==> config.mk <==
export PLATFORM = sky130hd
export DESIGN_NAME = instruction_fetch_unit
export DESIGN_NICKNAME = d
export VERILOG_FILES = /design/src/rtl/instruction_fetch_unit_pkg.sv /design/src/rtl/instruction_fetch_unit_fetch_queue.sv /design/src/rtl/instruction_fetch_unit.sv
export SDC_FILE = /design/constraint.sdc
export NUM_CORES = 1
export LEC_CHECK = 0
export CORE_MARGIN = 2
export CORE_UTILIZATION = 48
export CTS_CLUSTER_DIAMETER = 80
export DETAILED_ROUTE_END_ITERATION = 8
export GPL_TIMING_DRIVEN = 0
export PLACE_DENSITY = 0.82
export SYNTH_ARGS = -nofsm -noshare
export SYNTH_HDL_FRONTEND = slang
export SYNTH_HIERARCHICAL = 1
export SYNTH_SLANG_ARGS = --single-unit
==> constraint.sdc <==
create_clock -name CLK -period 19 [get_ports CLK]
set_input_delay 1.9 -clock CLK [delete_from_list [all_inputs] [get_ports CLK]]
set_output_delay 1.9 -clock CLK [all_outputs]
set_load 0.01 [all_outputs]
==> src/rtl/instruction_fetch_unit_pkg.sv <==
// Shared definitions for the instruction fetch unit: NOP encoding, PC step,
// FSM state encoding and the fetch-queue entry layout.
package if_pkg;

    localparam logic [31:0] NOP_INSTR    = 32'h0000_0013;
    localparam logic [31:0] PC_INCREMENT = 32'd4;

    typedef enum logic [1:0] {
        IDLE  = 2'd0,
        REQ   = 2'd1,
        DRAIN = 2'd2,
        FAULT = 2'd3
    } if_state_e;

    typedef struct packed {
        logic [31:0] instr;
        logic [31:0] pc;
    } fetch_entry_t;

endpackage

==> src/rtl/instruction_fetch_unit_fetch_queue.sv <==
// fetch_queue: two-entry FIFO of fetched {instr, pc} pairs.
// Flush wins over a push in the same cycle; push and pop may coincide at any
// fill level (the caller only pushes into a full queue when it also pops).
module fetch_queue
    import if_pkg::*;
(
    input  logic         clk_i,
    input  logic         rst_ni,
    input  logic         push_i,
    input  fetch_entry_t push_entry_i,
    input  logic         pop_i,
    input  logic         flush_i,
    output logic [1:0]   count_o,
    output fetch_entry_t head_o
);

    fetch_entry_t mem_q [2];
    logic         rd_ptr_q, rd_ptr_d;
    logic         wr_ptr_q, wr_ptr_d;
    logic [1:0]   count_q, count_d;
    logic         do_pop;

    // Next pointer/count values; flush empties the queue outright.
    always_comb begin
        rd_ptr_d = rd_ptr_q;
        wr_ptr_d = wr_ptr_q;
        count_d  = count_q;
        do_pop   = pop_i && (count_q != 2'd0);
        if (flush_i) begin
            rd_ptr_d = 1'b0;
            wr_ptr_d = 1'b0;
            count_d  = 2'd0;
        end else begin
            if (push_i) begin
                wr_ptr_d = ~wr_ptr_q;
            end
            if (do_pop) begin
                rd_ptr_d = ~rd_ptr_q;
            end
            count_d = count_q + {1'b0, push_i} - {1'b0, do_pop};
        end
    end

    // Control state register with synchronous active-low reset.
    always_ff @(posedge clk_i) begin
        if (!rst_ni) begin
            rd_ptr_q <= 1'b0;
            wr_ptr_q <= 1'b0;
            count_q  <= 2'd0;
        end else begin
            rd_ptr_q <= rd_ptr_d;
            wr_ptr_q <= wr_ptr_d;
            count_q  <= count_d;
        end
    end

    // Entry storage; data needs no reset because count gates visibility.
    always_ff @(posedge clk_i) begin
        if (push_i && !flush_i) begin
            mem_q[wr_ptr_q] <= push_entry_i;
        end
    end

    assign count_o = count_q;
    assign head_o  = mem_q[rd_ptr_q];

endmodule

==> src/rtl/instruction_fetch_unit.sv <==
// instruction_fetch_unit: IF stage of the RV32 pipeline. Generates the fetch
// PC, runs the instruction-memory read handshake, buffers words in a 2-entry
// queue and handles EX redirects (draining an in-flight read if needed).
// Optional macro IF_MISALIGN_TRAP_EN adds FETCH_MISALIGNED and a FAULT state
// entered on misaligned redirect targets; without it the target's low two
// bits are ignored.
module instruction_fetch_unit
    import if_pkg::*;
#(
    parameter logic [31:0] RESET_PC    = 32'h0000_0000,
    parameter int          QUEUE_DEPTH = 2
)
(
    input  logic        CLK,
    input  logic        RESET_N,
    output logic [31:0] IMEM_ADDR,
    output logic        IMEM_READ,
    input  logic [31:0] IMEM_READDATA,
    input  logic        IMEM_BUSYWAIT,
    input  logic        BRANCH_TAKEN,
    input  logic [31:0] BRANCH_TARGET,
    input  logic        STALL,
    output logic [31:0] INSTRUCTION,
    output logic [31:0] PC,
    output logic        VALID
`ifdef IF_MISALIGN_TRAP_EN
    ,
    output logic        FETCH_MISALIGNED
`endif
);

    localparam logic [1:0] FULL_COUNT = 2'(QUEUE_DEPTH);

    if_state_e    state_q, state_d;
    logic [31:0]  fetch_pc_q, fetch_pc_d;
    logic [31:0]  drain_addr_q, drain_addr_d;
    logic [31:0]  pc_last_q;
    logic [31:0]  target;
    logic         read, push, pop, flush, valid;
    logic [1:0]   count;
    fetch_entry_t head, push_entry;
`ifdef IF_MISALIGN_TRAP_EN
    logic         target_mis;
    logic         mis_q, mis_d;

    assign target     = BRANCH_TARGET;
    assign target_mis = |(BRANCH_TARGET & 32'd3);
`else
    assign target     = BRANCH_TARGET & ~32'd3;
`endif

    assign valid      = (count != 2'd0);
    assign pop        = valid && !STALL;
    assign push_entry = '{instr: IMEM_READDATA, pc: fetch_pc_q};

    fetch_queue u_queue (
        .clk_i        (CLK),
        .rst_ni       (RESET_N),
        .push_i       (push),
        .push_entry_i (push_entry),
        .pop_i        (pop),
        .flush_i      (flush),
        .count_o      (count),
        .head_o       (head)
    );

    // Fetch FSM: request issue, completion push, redirect/drain handling.
    always_comb begin
        state_d      = state_q;
        fetch_pc_d   = fetch_pc_q;
        drain_addr_d = drain_addr_q;
        read         = 1'b0;
        push         = 1'b0;
        flush        = 1'b0;
`ifdef IF_MISALIGN_TRAP_EN
        mis_d        = mis_q;
`endif
        case (state_q)
            IDLE: begin
                state_d = REQ;
            end
            REQ: begin
                // A full queue may only take a new word if ID drains one now.
                read = (count != FULL_COUNT) || pop;
                if (read && !IMEM_BUSYWAIT) begin
                    push       = 1'b1;
                    fetch_pc_d = fetch_pc_q + PC_INCREMENT;
                end
            end
            DRAIN: begin
                // Hold the abandoned request until memory finishes it; data is dropped.
                read = 1'b1;
                if (!IMEM_BUSYWAIT) begin
`ifdef IF_MISALIGN_TRAP_EN
                    state_d = mis_q ? FAULT : REQ;
`else
                    state_d = REQ;
`endif
                end
            end
`ifdef IF_MISALIGN_TRAP_EN
            FAULT: begin
                read = 1'b0;
            end
`endif
            default: begin
                state_d = IDLE;
            end
        endcase

        // Redirect overrides everything above, including STALL.
        if (BRANCH_TAKEN) begin
            flush      = 1'b1;
            push       = 1'b0;
            fetch_pc_d = target;
            if (state_q == REQ && read && IMEM_BUSYWAIT) begin
                state_d      = DRAIN;
                drain_addr_d = fetch_pc_q;
            end else if (state_q == DRAIN && IMEM_BUSYWAIT) begin
                state_d = DRAIN;
            end else begin
                state_d = REQ;
            end
`ifdef IF_MISALIGN_TRAP_EN
            mis_d = target_mis;
            if (target_mis && state_d == REQ) begin
                state_d = FAULT;
            end
`endif
        end
    end

    // FSM, fetch PC and last-shown PC registers with synchronous reset.
    always_ff @(posedge CLK) begin
        if (!RESET_N) begin
            state_q    <= IDLE;
            fetch_pc_q <= RESET_PC;
            pc_last_q  <= 32'd0;
`ifdef IF_MISALIGN_TRAP_EN
            mis_q      <= 1'b0;
`endif
        end else begin
            state_q    <= state_d;
            fetch_pc_q <= fetch_pc_d;
            if (valid) begin
                pc_last_q <= head.pc;
            end
`ifdef IF_MISALIGN_TRAP_EN
            mis_q      <= mis_d;
`endif
        end
    end

    // Address of the abandoned read, replayed on the bus while draining.
    always_ff @(posedge CLK) begin
        drain_addr_q <= drain_addr_d;
    end

    assign IMEM_READ   = read;
    assign IMEM_ADDR   = ((state_q == DRAIN) ? drain_addr_q : fetch_pc_q) & ~32'd3;
    assign VALID       = valid;
    assign INSTRUCTION = valid ? head.instr : NOP_INSTR;
    assign PC          = valid ? head.pc : pc_last_q;
`ifdef IF_MISALIGN_TRAP_EN
    assign FETCH_MISALIGNED = mis_q;
`endif

endmodule

==> out/qor.yml, run 1 <==
status: "finished clean"
grt_pass1_wl_mm: 34.5
post_cts_resized: 0
yosys_warnings: 6
clk_pin_slew_ps: 60
drive_above_1_share_pct: 20.9
crit_path_frequent_cell: "clkdlybuf4s50_1"
finalCriticalPeriod_ps: 5460
syn_to_final_growth_pct: 29.2
io-pin-count: 167
ctsHoldBuffers: 0
cts.htree.levels: 1
core_area_um2: 20200
critPathBufInv: 2
hpwl_mm: 15.6
chipHeight_um: 148
wire_per_inst_um: 18.9
hp-class: "reg -> reg"
initial_core_util_pct: 49.0
clock_sinks: 227
antenna_found_initial: 0
drtAntennaViolNets: 0
vias_per_cell: 5.47
reg2reg_slack_ps: 15690
setup_viol: 0
fillers: 1441
gp_congestion: 0.910
cpLargestDelayFamily: "buffers and inverters"
cellPowerDensity_nw_per_um2: 86.2
syn-instance-count: 688
holdPathStages: 2
slew_headroom_pct: 33.8
fin_setup_tns_ps: 0
post_cts_buffers: 0
ys_types: 55
crit_type: "in -> out"
vias: 6433
drt_iter0_drc: 454
cp-end-kind: "output pin"
multi_input_area_um2: 3520
syn_avg_cell_area_um2: 14.4
period_share_pct: 28.7
leakagePower_uw: 0.00448
ir_worst_vdd_mv: 0.0543
ys_ff_latch: 227
route.detailed.drc: 0
cts_buffers: 24
cp-start-kind: "input port"
finalHoldViolCount: 0
grt_usage_pct: 20.2
rsz0062_at_grt: "no"
grt_overflow: 0
antenna_cells: 0
crit_path_max_fanout: 9
required_ps: 17100
r2r-start: "state_q[1]"
critical-path-max-stage-delay_ps: 550
wl_mm: 22.3
root_buffer: "clkbuf_16"
drv_cap: 0
grt_max_degree: 46
finalNetCount: 963
mostFrequentLayoutCells: "162 x clkdlybuf4s50_1, 158 x edfxtp_1, 69 x dfxtp_1, 63 x mux2_2, 60 x mux2_4"
synthFlopType: "edfxtp_1"
ys_seq_area_share_pct: 61.8
crit_arrival_ps: 3560
cp_slowest_cell: "clkdlybuf4s50_1"
layout_commonest_cell: "clkdlybuf4s50_1"
synth-edff-count: 158
path_cells: "clkdlybuf4s50_1 -> nand3b_1 -> a21oi_1 -> nor2b_1 -> clkdlybuf4s50_1"
die_w_um: 148
cts_buffer_depth: 3
firstDrtPassIters: 5
cts_tree: "done"
rows: 52
finalPower_uw: 1100
portBuffers: 162
r2r_cells: 9
tightestPinTransition_ps: 984
fmaxAchievable_ghz: 0.183
min-delay-start: "state_q[1]"
fin_skew_ps: 11.9
clk_latency_ps: 510
synth-async-reset-ratio_pct: 0
die_area_um2: 21800
grt_pass1_vias: 6484
drv_slew: 0
min_to: "state_q[1]"
seqCellArea_um2: 6130
r2r-end: "u_queue/mem_q[0][3]"
synth_area_um2: 9910
post-route-util_pct: 63.3
==> registers in the layout (all words and copies together), names as in the netlist, named ones only <==
register	count
u_queue/wr_ptr_q	1
u_queue/mem_q	128
state_q	2
fetch_pc_q	30
pc_last_q	32
u_queue/count_o	2
drain_addr_q	30
u_queue/rd_ptr_q	1
==> worst register-to-register path, cell delays in order (launching register included) <==
cell      delay, ps
dfxtp_1         320
inv_1            80
ha_1            280
nor2b_1         490
nand2_1         220
clkbuf_1        290
nor2_1          360
nor3b_2         480
buf_4           300
buf_6           190
==> logic make-up (layout without fill, tap and decap cells) <==
| kind of cell | Yosys count | in the layout | share of synthesized area, % |
|---|---|---|---|
| flops | 227 | 227 | 61.8 |
| simple gates | 185 | 185 | 11.3 |
| mux | 125 | 125 | 16.4 |
| compound gates | 85 | 85 | 5.69 |
| buf+inv | 49 | 262 | 2.99 |
| xor+xnor | 10 | 10 | 1.02 |
| fa+ha+maj | 6 | 6 | 0.757 |
| other cells | 1 | 6 | 0.0378 |
==> cell type report <==
class	count	area share, %
Inverter	10	0.293
Sequential cell	227	47.8
Tap cell	270	2.64
Multi-Input combinational cell	417	27.5
Timing Repair Buffer	169	13.3
Clock buffer	34	5.62
Clock inverter	10	0.772
Buffer	39	2.02
==> worst max path at each step <==
stage                     cells after the start              endpoint  slack [ps]          startpoint
final                                         5             IMEM_READ       13540               STALL
after global routing                          6        INSTRUCTION[1]       13400  u_queue/count_o[1]
after CTS                                     5             IMEM_READ       13550               STALL
after detailed placement                      5             IMEM_READ       13570               STALL
after global placement                        6  u_queue/mem_q[0][56]        7360       IMEM_BUSYWAIT
after floorplan                               5   u_queue/mem_q[0][0]       10950       IMEM_BUSYWAIT
==> metrics by stage <==
stage	instances	area (µm²)	worst slack (ps)	hold slack (ps)
2_1_floorplan	693	9930	10950	460
3_3_place_gp	1125	11900	7360	478
3_5_place_dp	1132	12000	13570	481
4_1_cts	1176	12800	13550	489
5_1_grt	1176	12800	13400	524
6_report	1176	12800	13540	489
==> cell usage after synthesis (10+ instances only) <==
master / number / share of area (%)
nand2_1: 18 / 0.68
nor2_1: 15 / 0.57
inv_1: 10 / 0.38
mux2_4: 60 / 9.1
nor2b_1: 35 / 2.2
nand4_1: 10 / 0.63
and2_1: 34 / 2.1
nand3_1: 11 / 0.56
edfxtp_1: 158 / 48
a21oi_1: 11 / 0.56
dfxtp_1: 69 / 14
clkbuf_1: 26 / 0.98
o21ai_0: 30 / 1.5
or4_1: 11 / 0.83
mux2_2: 63 / 7.2
==> report_power, final <==
group          total, µW  leakage [µW]  switching, µW  internal [µW]
Combinational       78.5       0.00209           34.6           43.9
Sequential           552       0.00199           12.0            540
Clock                474      0.000404            184            290
Total               1100       0.00448            231            873
==> per-layer routing <==
metal  vias to the layer above  global-route usage, %  share of wire [%]
li1                       3003                      -                  -
met1                      3127                   26.0                 40
met2                       268                   35.4                 50
met3                        35                   3.40                7.6
met4                         0                   5.67                2.1
met5                         -                      0                  0
Note: power is estimated with default switching activity, not from simulation.
==> inputs of run 2 (changes only) <==
Clock period 19 ns to 5.5 ns, I/O delays scaled along.
==> out/qor.yml, run 2 (same netlist as run 1, synthesis figures left out) <==
leakagePower_uw: 0.00449  # was 0.00448 µW
swShare_pct: 20.6  # was 20.9%
tightestPinTransition_ps: 955  # was 984 ps
drt_iter0_drc: 423  # was 454
share_comb_of_total_power_pct: 7.1  # about the same
ir_worst_vdd_mv: 0.190  # was 0.0543 mV
fin_skew_ps: 13.7  # was 11.9 ps
cp_slowest_cell: "buf_1"  # was clkdlybuf4s50_1
cellPowerDensity_nw_per_um2: 299  # was 86.2 nW/µm²
p_int_uw: 3050  # was 873 µW
grt_pass1_vias: 6255  # was 6484
io-pin-count: 167  # unchanged
hpwl_mm: 15.5  # was 15.6 mm
die_w_um: 148  # unchanged
finalNetCount: 962  # was 963
firstDrtPassIters: 5  # unchanged
cpLargestDelayFamily: "buffers and inverters"  # unchanged
core_area_um2: 20200  # unchanged
drtAntennaViolNets: 0  # unchanged
post-route-util_pct: 63.6  # was 63.3%
drv_cap: 0  # unchanged
grt_pass1_wl_mm: 34.0  # was 34.5 mm
clkPwrFrac_pct: 43.3  # was 42.9%
largest_reg_flops: 128  # unchanged
regMostFlops: "u_queue/mem_q"  # unchanged
worst_slack_ps: 1520  # was 13540 ps
grt_overflow: 0  # unchanged
path_cells: "nor2_1 -> buf_1 -> clkbuf_1 -> clkbuf_1 -> or2_2 -> clkdlybuf4s50_1"  # was clkdlybuf4s50_1 -> nand3b_1 -> a21oi_1 -> nor2b_1 -> clkdlybuf4s50_1
place_ws_ps: 1940  # was 13570 ps
clk_pin_slew_ps: 60  # about the same
fmaxAchievable_ghz: 0.251
multi_input_area_um2: 3520  # about the same
gp_congestion: 0.919  # was 0.910
post_cts_buffers: 0  # unchanged
cts_buffers: 24  # unchanged
cp-start-kind: "flip-flop"  # was input port
dp_cells: 1131  # was 1132
antenna_found_initial: 0  # unchanged
seqCellArea_um2: 6130  # unchanged
antenna_cells: 0  # unchanged
finalInstanceArea_um2: 12900  # was 12800 µm²
setup_viol: 0  # unchanged
cp-end-kind: "output pin"  # unchanged
wire_per_inst_um: 18.9  # about the same
drive_above_1_share_pct: 20.2  # was 20.9%
route.detailed.drc: 0  # unchanged
finalHoldViolCount: 0  # unchanged
cts_buffer_depth: 3  # unchanged
sequentialPowerShare_pct: 49.6  # was 50.0%
slew_headroom_pct: 35.8  # was 33.8%
drv_slew: 0  # unchanged
cts.htree.levels: 1  # unchanged
ctsHoldBuffers: 0  # unchanged
vias_per_cell: 5.47  # about the same
clk_latency_ps: 520  # was 510 ps
status: "finished clean"  # unchanged
holdPathStages: 2  # unchanged
r2r-start: "u_queue/count_o[1]"  # was state_q[1]
clock_sinks: 227  # unchanged
fin_setup_tns_ps: 0  # unchanged
root_buffer: "clkbuf_16"  # unchanged
reg2reg_slack_ps: 2160  # was 15690 ps
crit_path_frequent_cell: "clkbuf_1"  # was clkdlybuf4s50_1
r2r_cells: 11  # was 9
dpl_cell_area_um2: 12000  # about the same
mostFrequentLayoutCells: "162 x clkdlybuf4s50_1, 158 x edfxtp_1, 69 x dfxtp_1, 63 x mux2_2, 60 x mux2_4"  # unchanged
crit_arrival_ps: 3430  # was 3560 ps
finalCriticalPeriod_ps: 3980
fillers: 1482  # was 1441
p_sw_uw: 793  # was 231 µW
critPathBufInv: 4  # was 2
rows: 52  # unchanged
rsz0062_at_grt: "no"  # unchanged
reg_top3: "u_queue/mem_q (128), pc_last_q (32)"  # unchanged
min_to: "state_q[1]"  # unchanged
initial_core_util_pct: 49.0  # unchanged
crit_path_max_fanout: 10  # was 9
fin_cells: 1175  # was 1176
period_share_pct: 72.4
min-delay-start: "state_q[1]"  # unchanged
grt_usage_pct: 19.9  # was 20.2%
post_cts_resized: 0  # unchanged
r2r-end: "u_queue/count_o[0]"  # was u_queue/mem_q[0][3]
crit_type: "reg -> out"  # was in -> out
die_area_um2: 21800  # unchanged
hp-class: "reg -> reg"  # unchanged
cts_tree: "done"  # unchanged
syn_to_final_growth_pct: 29.8  # was 29.2%
layout_commonest_cell: "clkdlybuf4s50_1"  # unchanged
vias: 6422  # was 6433
critical-path-max-stage-delay_ps: 620  # was 550 ps
chipHeight_um: 148  # unchanged
required_ps: 4950  # was 17100 ps
wl_mm: 22.2  # was 22.3 mm
grt_max_degree: 49  # was 46
portBuffers: 162  # unchanged
-- run 2: changes by cell type in the layout (fill, tap and decap cells not counted), sizes merged --
cell / delta
clkinv: -2
buf: -1
bufinv: +2
-- run 2: metal layers --
layer  share of wire [%]  wire length (µm)  GRT usage, %
met1                  40              8950          25.4
met2                  49             11000          34.6
met3                 8.1              1800          3.83
met4                 2.2               494          5.72
met5                   0                 0             0
-- run 2: worst max path at each step --
stage                     slack (ps)  cells past startpoint                    to               start
after global routing            1340                      6        INSTRUCTION[1]  u_queue/count_o[1]
after global placement         -1260                      6  u_queue/mem_q[0][40]       IMEM_BUSYWAIT
after floorplan                  970                      7   u_queue/mem_q[0][0]          state_q[1]
final                           1520                      6        INSTRUCTION[1]  u_queue/count_o[1]
after CTS                       1410                      6        INSTRUCTION[1]  u_queue/count_o[1]
after detailed placement        1940                      5      drain_addr_q[29]        BRANCH_TAKEN
-- run 2: layout make-up --
class | instances | share of cell area [%]
buffer | 39 | 2.01
clock buffer | 34 | 5.20
clock inverter | 10 | 1.20
inverter | 10 | 0.292
multi-input combinational | 417 | 27.4
sequential | 227 | 47.6
tap | 270 | 2.62
timing repair buffer | 168 | 13.7
-- run 2: power groups by stage --
stage               clock [µW]  sequential [µW]  combinational, µW
global route              1750             1910                293
floorplan                    0             1930                127
CTS                       1690             1910                274
detailed placement           0             1940                272
finish                    1670             1910                274
global placement             0             1940                261
-- run 2: worst reg2reg max path: stages, from the launching register on --
cell,delay (ps)
dfxtp_1,360
nor2_1,200
buf_1,620
clkbuf_1,530
clkbuf_1,460
nor2_1,120
o21a_1,190
ha_1,290
inv_1,40
ha_1,260
inv_1,40
nor2_1,150
-- run 2: per-stage QoR --
stage,power [µW],hold WS [ps]
global placement,2200,477
floorplan,2050,460
finish,3850,491
detailed placement,2210,485
global route,3950,535
CTS,3870,493
